==> config.mk <==
export PLATFORM = sky130hd
export DESIGN_NAME = timestamp_capture
export DESIGN_NICKNAME = d
export VERILOG_FILES = /design/src/rtl/timestamp_capture.sv
export SDC_FILE = /design/constraint.sdc
export NUM_CORES = 1
export LEC_CHECK = 0
export CORE_MARGIN = 3
export CORE_UTILIZATION = 40
export CTS_BUF_LIST = sky130_fd_sc_hd__clkbuf_2
export CTS_CLUSTER_DIAMETER = 50
export DETAILED_ROUTE_END_ITERATION = 10
export MAX_ROUTING_LAYER = met4
export PLACE_DENSITY = 0.66
export RECOVER_POWER = 50
export SYNTH_ARGS = -nofsm -noshare
export SYNTH_HDL_FRONTEND = slang
export SYNTH_SLANG_ARGS = --single-unit
==> constraint.sdc <==
create_clock -name clk -period 7.6 [get_ports clk]
set_input_delay 1.9 -clock clk [delete_from_list [all_inputs] [get_ports clk]]
set_output_delay 1.9 -clock clk [all_outputs]
set_load 0.02 [all_outputs]
==> src/rtl/timestamp_capture.sv <==
// Edge timestamp capture: stamps qualified edges of event_in with current_time,
// buffers them in a FIFO and exposes them to software over AXI4-Lite.
module timestamp_capture #(
  parameter int unsigned FIFO_DEPTH = 16
) (
  input  logic        clk,
  input  logic        rst_n,
  input  logic [63:0] current_time,
  input  logic        time_running,
  input  logic        event_in,
  output logic        irq,
  input  logic [11:0] s_axi_awaddr,
  input  logic [2:0]  s_axi_awprot,
  input  logic        s_axi_awvalid,
  output logic        s_axi_awready,
  input  logic [31:0] s_axi_wdata,
  input  logic [3:0]  s_axi_wstrb,
  input  logic        s_axi_wvalid,
  output logic        s_axi_wready,
  output logic [1:0]  s_axi_bresp,
  output logic        s_axi_bvalid,
  input  logic        s_axi_bready,
  input  logic [11:0] s_axi_araddr,
  input  logic [2:0]  s_axi_arprot,
  input  logic        s_axi_arvalid,
  output logic        s_axi_arready,
  output logic [31:0] s_axi_rdata,
  output logic [1:0]  s_axi_rresp,
  output logic        s_axi_rvalid,
  input  logic        s_axi_rready
);

  localparam int unsigned AW = (FIFO_DEPTH > 1) ? $clog2(FIFO_DEPTH) : 1;
  localparam int unsigned PW = AW + 1;

  localparam logic [9:0] A_CONFIG = 10'h000;
  localparam logic [9:0] A_STATUS = 10'h001;
  localparam logic [9:0] A_TS_LO  = 10'h002;
  localparam logic [9:0] A_TS_HI  = 10'h003;
  localparam logic [9:0] A_DROP   = 10'h004;

  logic          enable;
  logic          edge_sel;
  logic          event_d;
  logic [PW-1:0] wr_ptr;
  logic [PW-1:0] rd_ptr;
  logic [63:0]   mem [FIFO_DEPTH];
  logic [31:0]   shadow;
  logic [31:0]   drop_count;
  logic          overflow;

  logic          fifo_empty;
  logic          fifo_full;
  logic [PW-1:0] count;
  logic [63:0]   head;
  logic [9:0]    wr_word;
  logic [9:0]    rd_word;
  logic          wr_fire;
  logic          rd_fire;
  logic          clear;
  logic          edge_det;
  logic          qualified;
  logic          push;
  logic          pop;
  logic          drop;
  logic          awready_nxt;
  logic [31:0]   rd_data_c;

  assign fifo_empty = (wr_ptr == rd_ptr);
  assign fifo_full  = (wr_ptr[AW-1:0] == rd_ptr[AW-1:0]) && (wr_ptr[AW] != rd_ptr[AW]);
  assign count      = wr_ptr - rd_ptr;
  assign head       = mem[rd_ptr[AW-1:0]];

  assign wr_word = s_axi_awaddr[11:2];
  assign rd_word = s_axi_araddr[11:2];
  assign wr_fire = s_axi_awready && s_axi_awvalid && s_axi_wvalid;
  assign rd_fire = s_axi_arready && s_axi_arvalid;

  // CLEAR overrides any capture or pop that lands in the same cycle
  assign clear     = wr_fire && (wr_word == A_CONFIG) && s_axi_wdata[2];
  assign edge_det  = edge_sel ? (event_d && !event_in) : (event_in && !event_d);
  assign qualified = edge_det && enable && time_running && !clear;
  assign pop       = rd_fire && (rd_word == A_TS_HI) && !fifo_empty && !clear;
  assign push      = qualified && (!fifo_full || pop);
  assign drop      = qualified && fifo_full && !pop;

  assign awready_nxt = s_axi_awvalid && s_axi_wvalid && !s_axi_bvalid && !s_axi_awready;

  assign s_axi_bresp = 2'b00;
  assign s_axi_rresp = 2'b00;

  // Read data mux, sampled on the address handshake
  always_comb begin
    rd_data_c = 32'h0;
    case (rd_word)
      A_CONFIG: rd_data_c = {30'h0, edge_sel, enable};
      A_STATUS: rd_data_c = {14'h0, fifo_empty, overflow, 7'h0, 9'(count)};
      A_TS_LO:  rd_data_c = fifo_empty ? 32'h0 : head[31:0];
      A_TS_HI:  rd_data_c = shadow;
      A_DROP:   rd_data_c = drop_count;
      default:  rd_data_c = 32'h0;
    endcase
  end

  always_ff @(posedge clk) begin
    if (!rst_n) begin
      event_d       <= event_in;
      enable        <= 1'b0;
      edge_sel      <= 1'b0;
      wr_ptr        <= '0;
      rd_ptr        <= '0;
      shadow        <= 32'h0;
      drop_count    <= 32'h0;
      overflow      <= 1'b0;
      irq           <= 1'b0;
      s_axi_awready <= 1'b0;
      s_axi_wready  <= 1'b0;
      s_axi_bvalid  <= 1'b0;
      s_axi_arready <= 1'b0;
      s_axi_rvalid  <= 1'b0;
      s_axi_rdata   <= 32'h0;
    end else begin
      event_d       <= event_in;
      s_axi_awready <= awready_nxt;
      s_axi_wready  <= awready_nxt;
      s_axi_arready <= s_axi_arvalid && !s_axi_rvalid && !s_axi_arready;

      if (wr_fire)           s_axi_bvalid <= 1'b1;
      else if (s_axi_bready) s_axi_bvalid <= 1'b0;

      if (rd_fire) begin
        s_axi_rvalid <= 1'b1;
        s_axi_rdata  <= rd_data_c;
      end else if (s_axi_rready) begin
        s_axi_rvalid <= 1'b0;
      end

      if (wr_fire && (wr_word == A_CONFIG)) begin
        enable   <= s_axi_wdata[0];
        edge_sel <= s_axi_wdata[1];
      end

      if (clear) begin
        wr_ptr     <= '0;
        rd_ptr     <= '0;
        shadow     <= 32'h0;
        drop_count <= 32'h0;
        overflow   <= 1'b0;
      end else begin
        if (push) wr_ptr <= wr_ptr + PW'(1);
        if (pop)  rd_ptr <= rd_ptr + PW'(1);
        if (rd_fire && (rd_word == A_TS_LO))
          shadow <= fifo_empty ? 32'h0 : head[63:32];
        // A new drop wins over a simultaneous write-1-to-clear
        if (drop) begin
          overflow <= 1'b1;
          if (drop_count != 32'hFFFF_FFFF) drop_count <= drop_count + 32'd1;
        end else if (wr_fire && (wr_word == A_STATUS) && s_axi_wdata[16]) begin
          overflow <= 1'b0;
        end
      end

      irq <= enable && !fifo_empty;
    end
  end

  always_ff @(posedge clk) begin
    if (push) mem[wr_ptr[AW-1:0]] <= current_time;
  end

  logic unused_bits;
  assign unused_bits = ^{s_axi_awprot, s_axi_arprot, s_axi_wstrb, s_axi_awaddr[1:0],
                         s_axi_araddr[1:0], s_axi_wdata[31:17], s_axi_wdata[15:3]};

endmodule

==> impl_metrics.ini <==
[status]
status = finished, violations left
violations = max-capacitance violations, max-slew violations

[yosys]
synthFlopType = edfxtp_1
syn_area_mm2 = 0.0440
synth_edf_count = 1024
synthSimpleGateAreaFrac = 0.0387
ys_ff_latch = 1143
synth_xor_area_frac = 0.00876
syn-instance-count = 2206
synth_mux_area_frac = 0.149
yosysWarnings = 0
synth_compound_gate_area_share = 0.0315
synth_top_family_by_area = multiplexers
async_reset_ff_frac = 0
synth_top_cell_by_area = edfxtp_1
synthAdderAreaFrac = 0.00330
ys_types = 55
yosysSeqAreaShare = 0.753
postSynthAreaPerCell_um2 = 19.9
synthTopCellsByArea = edfxtp_1 70%, mux4_2 15%, dfxtp_1 5.4%
synth_top_area_frac = 0.699

[die]
die_y_um = 338
initial_core_util = 0.404
die_area_mm2 = 0.114
dieWidth_um = 338
core_mm2 = 0.109
io_pins = 181
rows = 121

[global_route]
antenna_found_initial = 23
grt.total_usage = 0.192
grt_pass1_vias = 24400
grt_max_degree = 129
overflow = 0
grt_pass1_wl_mm = 156

[detailed_routing]
drc_errors = 0
dr.pass1.iters = 6
ant_nets = 0
drt_iter0_drc = 2517
wl_mm = 105
wl_per_cell_um = 25.0
via_per_inst = 5.54
dr_total_vias = 23300

[placement]
hpwl_mm = 59.9
place.gp.congestion = 0.883
io_buffers = 134

[clock_network]
post_cts_buffers = 0
hold_buffers = 0
insertion_delay_ns = 1.50
path_clk_slew_ns = 0.09
cts_root_buf = clkbuf_2
cts_tree = done
cts_buffers = 299
h-tree-depth = 5
cts_sinks = 1143
clockBufferDepth = 4
post_cts_resized = 0

[sta]
layout_min_cycle_time_ns = 5.06
whs_ns = 0.461
rsz0062_at_grt = false
relSlewSlack = -1.35
period_share = 0.666
fin_worst_skew_ns = 0.172
fmax_mhz = 198
finalSetupViolCount = 0
drv_slew = 131
final-hold-violation-count = 0
worstMarginPinSlew_ns = 3.52
fin_tns_setup_ns = 0

[job]
cap_viol_max_count = 3

[setup_path]
rrSetupSlack_ns = 2.58
cp.required_ns = 8.90
cp_max_fo = 45
end_kind = flip-flop
startpoint_type = input pin
critical_path_class = input pin to flip-flop
arrival_ns = 6.35

[final_layout]
syn_to_final_growth_pct = 13.0
nets = 2726
fillers = 9295
drive_above_1_share = 0.294

[power_and_ir_drop]
power_density_mw_per_mm2 = 221
p_leak_nw = 15.6
vdd_drop_max_uv = 96.4
design_power_total_mw = 11.0

[min_path]
min_path_type = flip-flop to flip-flop
## layout make-up
type	instances	area, µm²	area share
Multi-Input combinational cell	899	10300	0.207
Tap cell	1414	1770	0.0356
Timing Repair Buffer	190	1780	0.0357
Antenna cell	9	22.5	0.000453
Clock buffer	416	2080	0.0419
Clock inverter	83	468	0.00941
Inverter	43	161	0.00325
Sequential cell	1143	33100	0.667
## cells in the mapped netlist, types with 18 or more instances
master    instances
edfxtp_1       1024
mux4_2          288
dfxtp_1         119
nand2_1         119
clkbuf_1         75
a22oi_1          62
nor2_1           56
inv_1            43
a21oi_1          42
xnor2_1          40
buf_2            37
o21ai_0          33
and2_1           32
o21ai_1          30
nor3_1           28
a221oi_1         27
and3_1           22
nand4_1          18
## through the flow
step | utilization | setup WS, ns | instance area (µm²) | std cells
detailed placement | 0.433 | 2.09 | 47200 | 3689
finish | 0.456 | 2.54 | 49700 | 4197
CTS | 0.456 | 2.81 | 49700 | 4188
floorplan | - | 1.61 | 44000 | 2209
global placement | 0.433 | 2.10 | 47200 | 3689
global route | 0.456 | 1.90 | 49700 | 4195
## placed cells by master (no fill, tap or decap), types with 55 or more instances in the layout
cell type,instances
a22oi_1,62
clkbuf_2,416
clkdlybuf4s50_1,67
clkinv_1,59
dfxtp_1,115
dlygate4sd3_1,67
edfxtp_1,1024
mux4_2,288
nand2_1,119
nor2_1,55
## cells by family (layout without fill, tap and decap cells)
| group | Yosys count | count (layout) |
|---|---|---|
| buffers and inverters | 167 | 732 |
| flip-flops | 1143 | 1143 |
| other | 1 | 13 |
| AND/OR/NAND/NOR | 337 | 337 |
| XOR/XNOR | 44 | 44 |
| adder cells (fa/ha/maj) | 11 | 11 |
| AO/OA/AOI/OAI | 210 | 210 |
| multiplexers | 293 | 293 |
## final timing paths
path / start / cells after the start / endpoint
min: shadow[12]$_SDFFE_PP0P_ / 2 / shadow[12]$_SDFFE_PP0P_
max: rst_n / 7 / shadow[11]$_SDFFE_PP0P_
max reg2reg: flip-flop / 6 / s_axi_rdata[17]$_SDFFE_PN0N_
min reg2reg: shadow[12]$_SDFFE_PP0P_ / 2 / shadow[12]$_SDFFE_PP0P_
## sequential cells by signal (all words and copies together) (netlist names), named ones only
register and flops:
s_axi_bvalid 1, wr_ptr 5, mem 1024, shadow 32, irq 1, drop_count 32, s_axi_wready 1, s_axi_rvalid 1
event_d 1, s_axi_rdata 32, s_axi_arready 1, enable 1, edge_sel 1, overflow 1, rd_ptr 5
## per-layer routing
| metal | global-route usage | wire length [µm] | vias to the layer above |
|---|---|---|---|
| met4 | 0.0619 | 2220 | 0 |
| li1 | - | - | 9943 |
| met1 | 0.258 | 43500 | 12100 |
| met5 | - | 0 | - |
| met3 | 0.0537 | 9780 | 169 |
| met2 | 0.286 | 49200 | 1094 |
## report_power, final
group	switching (mW)	total, mW	internal [mW]
Combinational	0.0966	0.139	0.0423
Sequential	0.00102	6.83	6.82
Clock	2.38	4.02	1.64
## worst max-delay path, cell delays in order
cell	delay, ns
dlygate4sd3_1	0.52
clkbuf_1	1.39
nand2_1	0.09
clkbuf_1	0.91
a41oi_4	1.25
nand2_1	0.14
o21ai_1	0.10
Note: power is estimated with default switching activity, not from simulation.
